==> src/rtl/cordic_post_scale.sv <==
// CORDIC output post-processing: gain compensation of the magnitude and radian-to-degree
// conversion of the angle, each rounded symmetrically and saturated, behind a 2-deep valid/ready pipe.

package settings_pkg;
    localparam int FULL_SIZE = 37;
    localparam int FRAC_SIZE = 16;
    localparam int K_STAGES  = 9;
    // Cumulative CORDIC gain compensation prod(1/sqrt(1+2^-2i)), i=0..n, scaled by 2^FRAC_SIZE
    localparam int K_SCALED [K_STAGES] = '{46341, 41448, 40211, 39901, 39823, 39803, 39799, 39797, 39797};
    // 180/pi scaled by 2^FRAC_SIZE
    localparam int T_SCALED = 3754936;
endpackage

module cordic_post_scale #(
    parameter int FULL_SIZE = settings_pkg::FULL_SIZE,
    parameter int FRAC_SIZE = settings_pkg::FRAC_SIZE,
    parameter int K_INDEX   = settings_pkg::K_STAGES - 1
) (
    input  logic                        clk,
    input  logic                        reset_n,
    input  logic                        in_valid,
    output logic                        in_ready,
    input  logic signed [FULL_SIZE-1:0] in_x,
    input  logic signed [FULL_SIZE-1:0] in_z,
    output logic                        out_valid,
    input  logic                        out_ready,
    output logic signed [FULL_SIZE-1:0] out_mag,
    output logic signed [FULL_SIZE-1:0] out_deg,
    output logic                        out_ovf
);
    localparam int PW = 2 * FULL_SIZE;
    localparam logic signed [PW-1:0] K_C  = PW'(settings_pkg::K_SCALED[K_INDEX]);
    localparam logic signed [PW-1:0] T_C  = PW'(settings_pkg::T_SCALED);
    localparam logic [PW:0]          HALF = (PW+1)'(1) << (FRAC_SIZE - 1);
    localparam logic [PW:0]          MAXV = ((PW+1)'(1) << (FULL_SIZE - 1)) - (PW+1)'(1);

    logic                        s1_v_q, s1_v_d;
    logic                        s2_v_q, s2_v_d;
    logic signed [PW-1:0]        px_q, px_d;
    logic signed [PW-1:0]        pz_q, pz_d;
    logic signed [FULL_SIZE-1:0] mag_q, mag_d;
    logic signed [FULL_SIZE-1:0] deg_q, deg_d;
    logic                        ovf_q, ovf_d;
    logic                        s1_load, s2_load;
    logic signed [PW-1:0]        x_ext, z_ext;
    logic [FULL_SIZE:0]          mag_rs, deg_rs;

    // Round half away from zero on the magnitude, clamp symmetrically; returns {ovf, value}
    function automatic logic [FULL_SIZE:0] round_sat(input logic signed [PW-1:0] p);
        logic [PW:0]          a;
        logic [PW:0]          q;
        logic [FULL_SIZE-1:0] m;
        logic                 ovf;
        a   = p[PW-1] ? -{1'b1, p} : {1'b0, p};
        q   = (a + HALF) >> FRAC_SIZE;
        ovf = (q > MAXV);
        m   = ovf ? MAXV[FULL_SIZE-1:0] : q[FULL_SIZE-1:0];
        return {ovf, (p[PW-1] ? -m : m)};
    endfunction

    always_comb begin
        in_ready = !s1_v_q || !s2_v_q || out_ready;
        s1_load  = in_valid && in_ready;
        s2_load  = s1_v_q && (!s2_v_q || out_ready);

        s1_v_d = s1_load ? 1'b1 : (s2_load ? 1'b0 : s1_v_q);
        s2_v_d = s2_load ? 1'b1 : (out_ready ? 1'b0 : s2_v_q);

        x_ext = {{FULL_SIZE{in_x[FULL_SIZE-1]}}, in_x};
        z_ext = {{FULL_SIZE{in_z[FULL_SIZE-1]}}, in_z};
        px_d  = px_q;
        pz_d  = pz_q;
        if (s1_load) begin
            px_d = x_ext * K_C;
            pz_d = z_ext * T_C;
        end

        mag_rs = round_sat(px_q);
        deg_rs = round_sat(pz_q);
        mag_d  = mag_q;
        deg_d  = deg_q;
        ovf_d  = ovf_q;
        if (s2_load) begin
            mag_d = mag_rs[FULL_SIZE-1:0];
            deg_d = deg_rs[FULL_SIZE-1:0];
            ovf_d = mag_rs[FULL_SIZE] | deg_rs[FULL_SIZE];
        end
    end

    always_ff @(posedge clk or negedge reset_n) begin
        if (!reset_n) begin
            s1_v_q <= 1'b0;
            s2_v_q <= 1'b0;
            px_q   <= '0;
            pz_q   <= '0;
            mag_q  <= '0;
            deg_q  <= '0;
            ovf_q  <= 1'b0;
        end else begin
            s1_v_q <= s1_v_d;
            s2_v_q <= s2_v_d;
            px_q   <= px_d;
            pz_q   <= pz_d;
            mag_q  <= mag_d;
            deg_q  <= deg_d;
            ovf_q  <= ovf_d;
        end
    end

    assign out_valid = s2_v_q;
    assign out_mag   = mag_q;
    assign out_deg   = deg_q;
    assign out_ovf   = ovf_q;

endmodule
==> config.mk <==
export PLATFORM = sky130hd
export DESIGN_NAME = cordic_post_scale
export DESIGN_NICKNAME = d
export VERILOG_FILES = /design/src/rtl/cordic_post_scale.sv
export SDC_FILE = /design/constraint.sdc
export NUM_CORES = 2
export LEC_CHECK = 0
export CAP_MARGIN = 20
export CORE_AREA = 2 2 257 259
export CTS_CLUSTER_DIAMETER = 120
export DETAILED_ROUTE_END_ITERATION = 10
export DIE_AREA = 0 0 259 261
export PLACE_DENSITY = 0.84
export SYNTH_ARGS = -nofsm -noshare
export SYNTH_HDL_FRONTEND = slang
export SYNTH_SLANG_ARGS = --single-unit
==> constraint.sdc <==
create_clock -name clk -period 19.45 [get_ports clk]
set_input_delay 4.8625 -clock clk [delete_from_list [all_inputs] [get_ports clk]]
set_output_delay 4.8625 -clock clk [all_outputs]
set_load 0.02 [all_outputs]
Yosys cells after proc, flatten, opt, wreduce, memory -nomap -nowiden
Index checks and enable logic that the tools add are counted.

Word-level logic and storage cells: 37. Register bits: 222. Output and inout port bits: 77. Input port bits: 78.

Reduce and logical (&&, ||, !) cells: 9. Order comparisons: 2. Bitwise gates (word level): 1. Multiplexer cells: 10. Multipliers: 2. $add $sub $neg: 6.

Operators by type and width (number): adder 75 x 16 -> 75 bit, second input constant (2); 2-to-1 mux 75 bit (2); negator 75 bit (2); 2-to-1 mux 37 bit (4); > comparator 59 x 36 -> 1 bit, second input constant (2); negator 37 bit (2); multiplier 37 x 20 -> 57 bit, second input constant (1); multiplier 37 x 17 -> 54 bit, second input constant (1); 2-to-1 mux 1 bit (4); nonzero test 2 bit (2); logical OR 1 bit (3); logical AND 1 bit (2); logical NOT 1 bit (2); OR 1 bit (1).

Longest topological paths before layout
Depth after elaboration: 7. Gate-level depth with buffers: 37. Depth with buffers taken out: 27.

Worst setup path before layout
No wires, ideal clock.

Path type: input port to flip-flop. Start: in in_z[9]. End: reg pz_q[49]. Arrival time: 11.605 ns. Required time: 19.313 ns. Setup slack: 7.708 ns. Path buffers: 0. Stages on the path: 25. Setup time: 0.137 ns. Cell sequence: ha_1 inv_1 fa_1 inv_1 fa_1 inv_1 fa_1 inv_1 fa_1 fa_1 fa_1 ha_1 and3_1 nand3_1 a211oi_1 or4_1 o31a_1 a221o_1 a211o_1 a221o_1 a21o_1 a31o_2 a21oi_1 mux2i_1 o211ai_1.

Word-level cells in the longest chain between the ends: 1.

Ends and longest elaborated chain: start, declared (line 24) `input logic signed [FULL_SIZE-1:0] in_z,`; multiplier 37 x 20 -> 57 bit (line 75) `pz_d = z_ext * T_C;`; end signal, assigned (line 103) `pz_q <= pz_d;`; end, declared (line 40) `logic signed [PW-1:0] pz_q, pz_d;`.

No other way between the ends. A chain may end at the register's enable or synchronous reset.

Worst setup path in the final report
Ends and elaborated chain as after synthesis.

==> impl_metrics.toml <==
[die]
io_pins = 155
die_h_um = 261
die_w_um = 259
die_area_um2 = 67600
rows = 94
core_area_um2 = 65040
start_util = 0.6447

[routing]
drt-vias-per-instance = 5.803
highest_layer = "met4"
drt-initial-drc-count = 2696
drtAntennaViolNets = 0
firstDrtPassIters = 6
drc_errors = 0
wl_per_cell_um = 17.91
routed_wirelength_um = 100800
wl_met1_um = 45850
met2_wirelength_um = 45810
num_vias = 32670
dr_wl_met3_um = 7555

[timing]
slew_viol_final = 0
hold_viol = 0
tns_ps = 0
setup_slack_ps = 6733
finalSetupViolations = 0
clock_skew_ps = 11.40
whs_ps = 480.5
rsz0062_at_grt = "no"
layout_min_cycle_time_ps = 12720
worstMarginPinSlew_ps = 1113
max_clock_freq_mhz = 78.63
relSlewSlack = 0.2476
min_period_over_period = 0.6538

[cts]
cts_hold_buf = 0
post_cts_buffers = 0
cts_tree = "done"
cts_root_buf = "clkbuf_16"
cts-htree-levels = 4
clock_latency_ps = 450
numClockSinks = 188
cts_resized = 0
clk_path_buf_depth = 2
clk_pin_slew_ps = 80
cts-buffers-inserted = 17

[final_layout]
drive_above_1_share = 0.02476
nFillCells = 5108
antenna_cells = 0
nets = 5978
final_cell_mix = "1105 x inv_1, 658 x fa_1, 489 x ha_1"
final_common_cell = "inv_1"
area_delta_synth_final_pct = 6.609

[critical_path]
r2r_slack_ps = 11570
cp.required_ps = 19750
rr_endpoint = "out_deg[20]$_DFFE_PN0P_"
slowest_delay_ps = 760
timing.reg2reg.worst_path_depth = 27
r2r-start = "pz_q[3]$_DFFE_PN0P_"
crit_path_max_fanout = 8
end_kind = "flop"
slowest_stage = "clkdlybuf4s50_1"
crit_top_cell = "fa_1"
arrival_ps = 13020
startpoint_type = "primary input"
critical_path_class = "primary input to flop"

[global_route]
grt_max_degree = 115
grt_pass1_vias = 33040
grt_pass1_wl_um = 168200
grt_overflow = 0
grt_usage = 0.3083
antenna_found_initial = 0

[synth]
synth.area.mux_share = 0.01077
synth_compound_area_frac = 0.1246
synth_top_family_by_area = "adder cells"
synth_edf_count = 0
synth_ff_type = "dfrtp_1"
ys_ff_latch = 188
synthArstFlopShare = 1.000
syn_inst = 4723
synth_xor_area_frac = 0.05828
yosysWarnings = 0
yosysSeqAreaShare = 0.1122
synth-simple-area-share = 0.1199
avgSynthCellArea_um2 = 8.878
syn_area_um2 = 41930
postSynthNetCount = 5948
yosys.cell_types.count = 88
synthAdderAreaFrac = 0.4601

[flow_run]
drv_cap = 0

[hold_path]
min_path_type = "flop to flop"
min_to = "out_mag[17]$_DFFE_PN0P_"
hold_depth = 2
hp-start = "out_mag[17]$_DFFE_PN0P_"

[placed_design]
numPortBuffers = 154
hpwl_um = 85530
gp_congestion = 0.9706
dp_worst_setup_slack_ps = 6304

[run_status]
run_status = "complete, no violations"
==> through the flow <==
step | cells | utilization | cell area [um2]
after floorplan | 4723 | - | 41930
after global placement | 5597 | 0.6779 | 44090
after detailed placement | 5597 | 0.6779 | 44090
after CTS | 5629 | 0.6869 | 44680
after global routing | 5630 | 0.6873 | 44700
final | 5630 | 0.6873 | 44700
==> cell families after synthesis <==
kind of cell	count (synthesis)
compound gates	812
xor+xnor	279
fa+ha+maj	1147
buf+inv	1268
flops	188
mux	43
simple gates	986
==> registers in the layout, indices dropped and copies added, names as in the netlist <==
register and flops:
out_deg 37, out_mag 37, out_ovf 1, out_valid 1
px_q 54, pz_q 57, s1_v_q 1
==> critical path: cells and delay by family <==
kind            cells  cell delay (ps)
fa+ha+maj           8             3890
simple gates        3              970
buf+inv             5             1010
compound gates      9             2120
mux                 1              200
==> synth_stat cells, drive strengths merged, types with 95 or more instances <==
cell type | instances | area share
ha | 489 | 0.15
nand3 | 95 | 0.011
o21ai | 266 | 0.032
xor2 | 117 | 0.024
xnor2 | 162 | 0.034
inv | 1105 | 0.099
a21oi | 152 | 0.018
nand2 | 294 | 0.026
clkbuf | 135 | 0.012
dfrtp | 188 | 0.11
nor2 | 170 | 0.015
fa | 658 | 0.31
==> worst max path at each step <==
| stage | startpoint | end | depth (start not counted) |
|---|---|---|---|
| final | in_z[9] | pz_q[49]$_DFFE_PN0P_ | 26 |
| after global routing | in_z[9] | pz_q[49]$_DFFE_PN0P_ | 26 |
| after CTS | in_z[9] | pz_q[49]$_DFFE_PN0P_ | 26 |
| after detailed placement | in_z[9] | pz_q[49]$_DFFE_PN0P_ | 26 |
| after global placement | in_z[9] | pz_q[49]$_DFFE_PN0P_ | 26 |
| after floorplan | in_z[9] | pz_q[49]$_DFFE_PN0P_ | 25 |
==> cell type report <==
type,count,area [um2],share of cell area
clock inverters,13,138.9,0.003107
well taps,864,1081,0.02418
repair buffers,174,1710,0.03826
inverters,1105,4148,0.09278
flip-flops and latches,188,4710,0.1054
clock buffers,19,442.9,0.009908
multi-input cells,3267,32470,0.7264
==> per-layer routing <==
layer | global-route usage | vias to the layer above
li1 | - | 15360
met1 | 0.4558 | 16040
met2 | 0.4874 | 1145
met3 | 0.04597 | 129
met4 | 0.06118 | 0
met5 | 0 | -
Power is left out: the tool's default activity adds up to more than one toggle a clock period on the data nets, which glitch-free logic cannot reach.
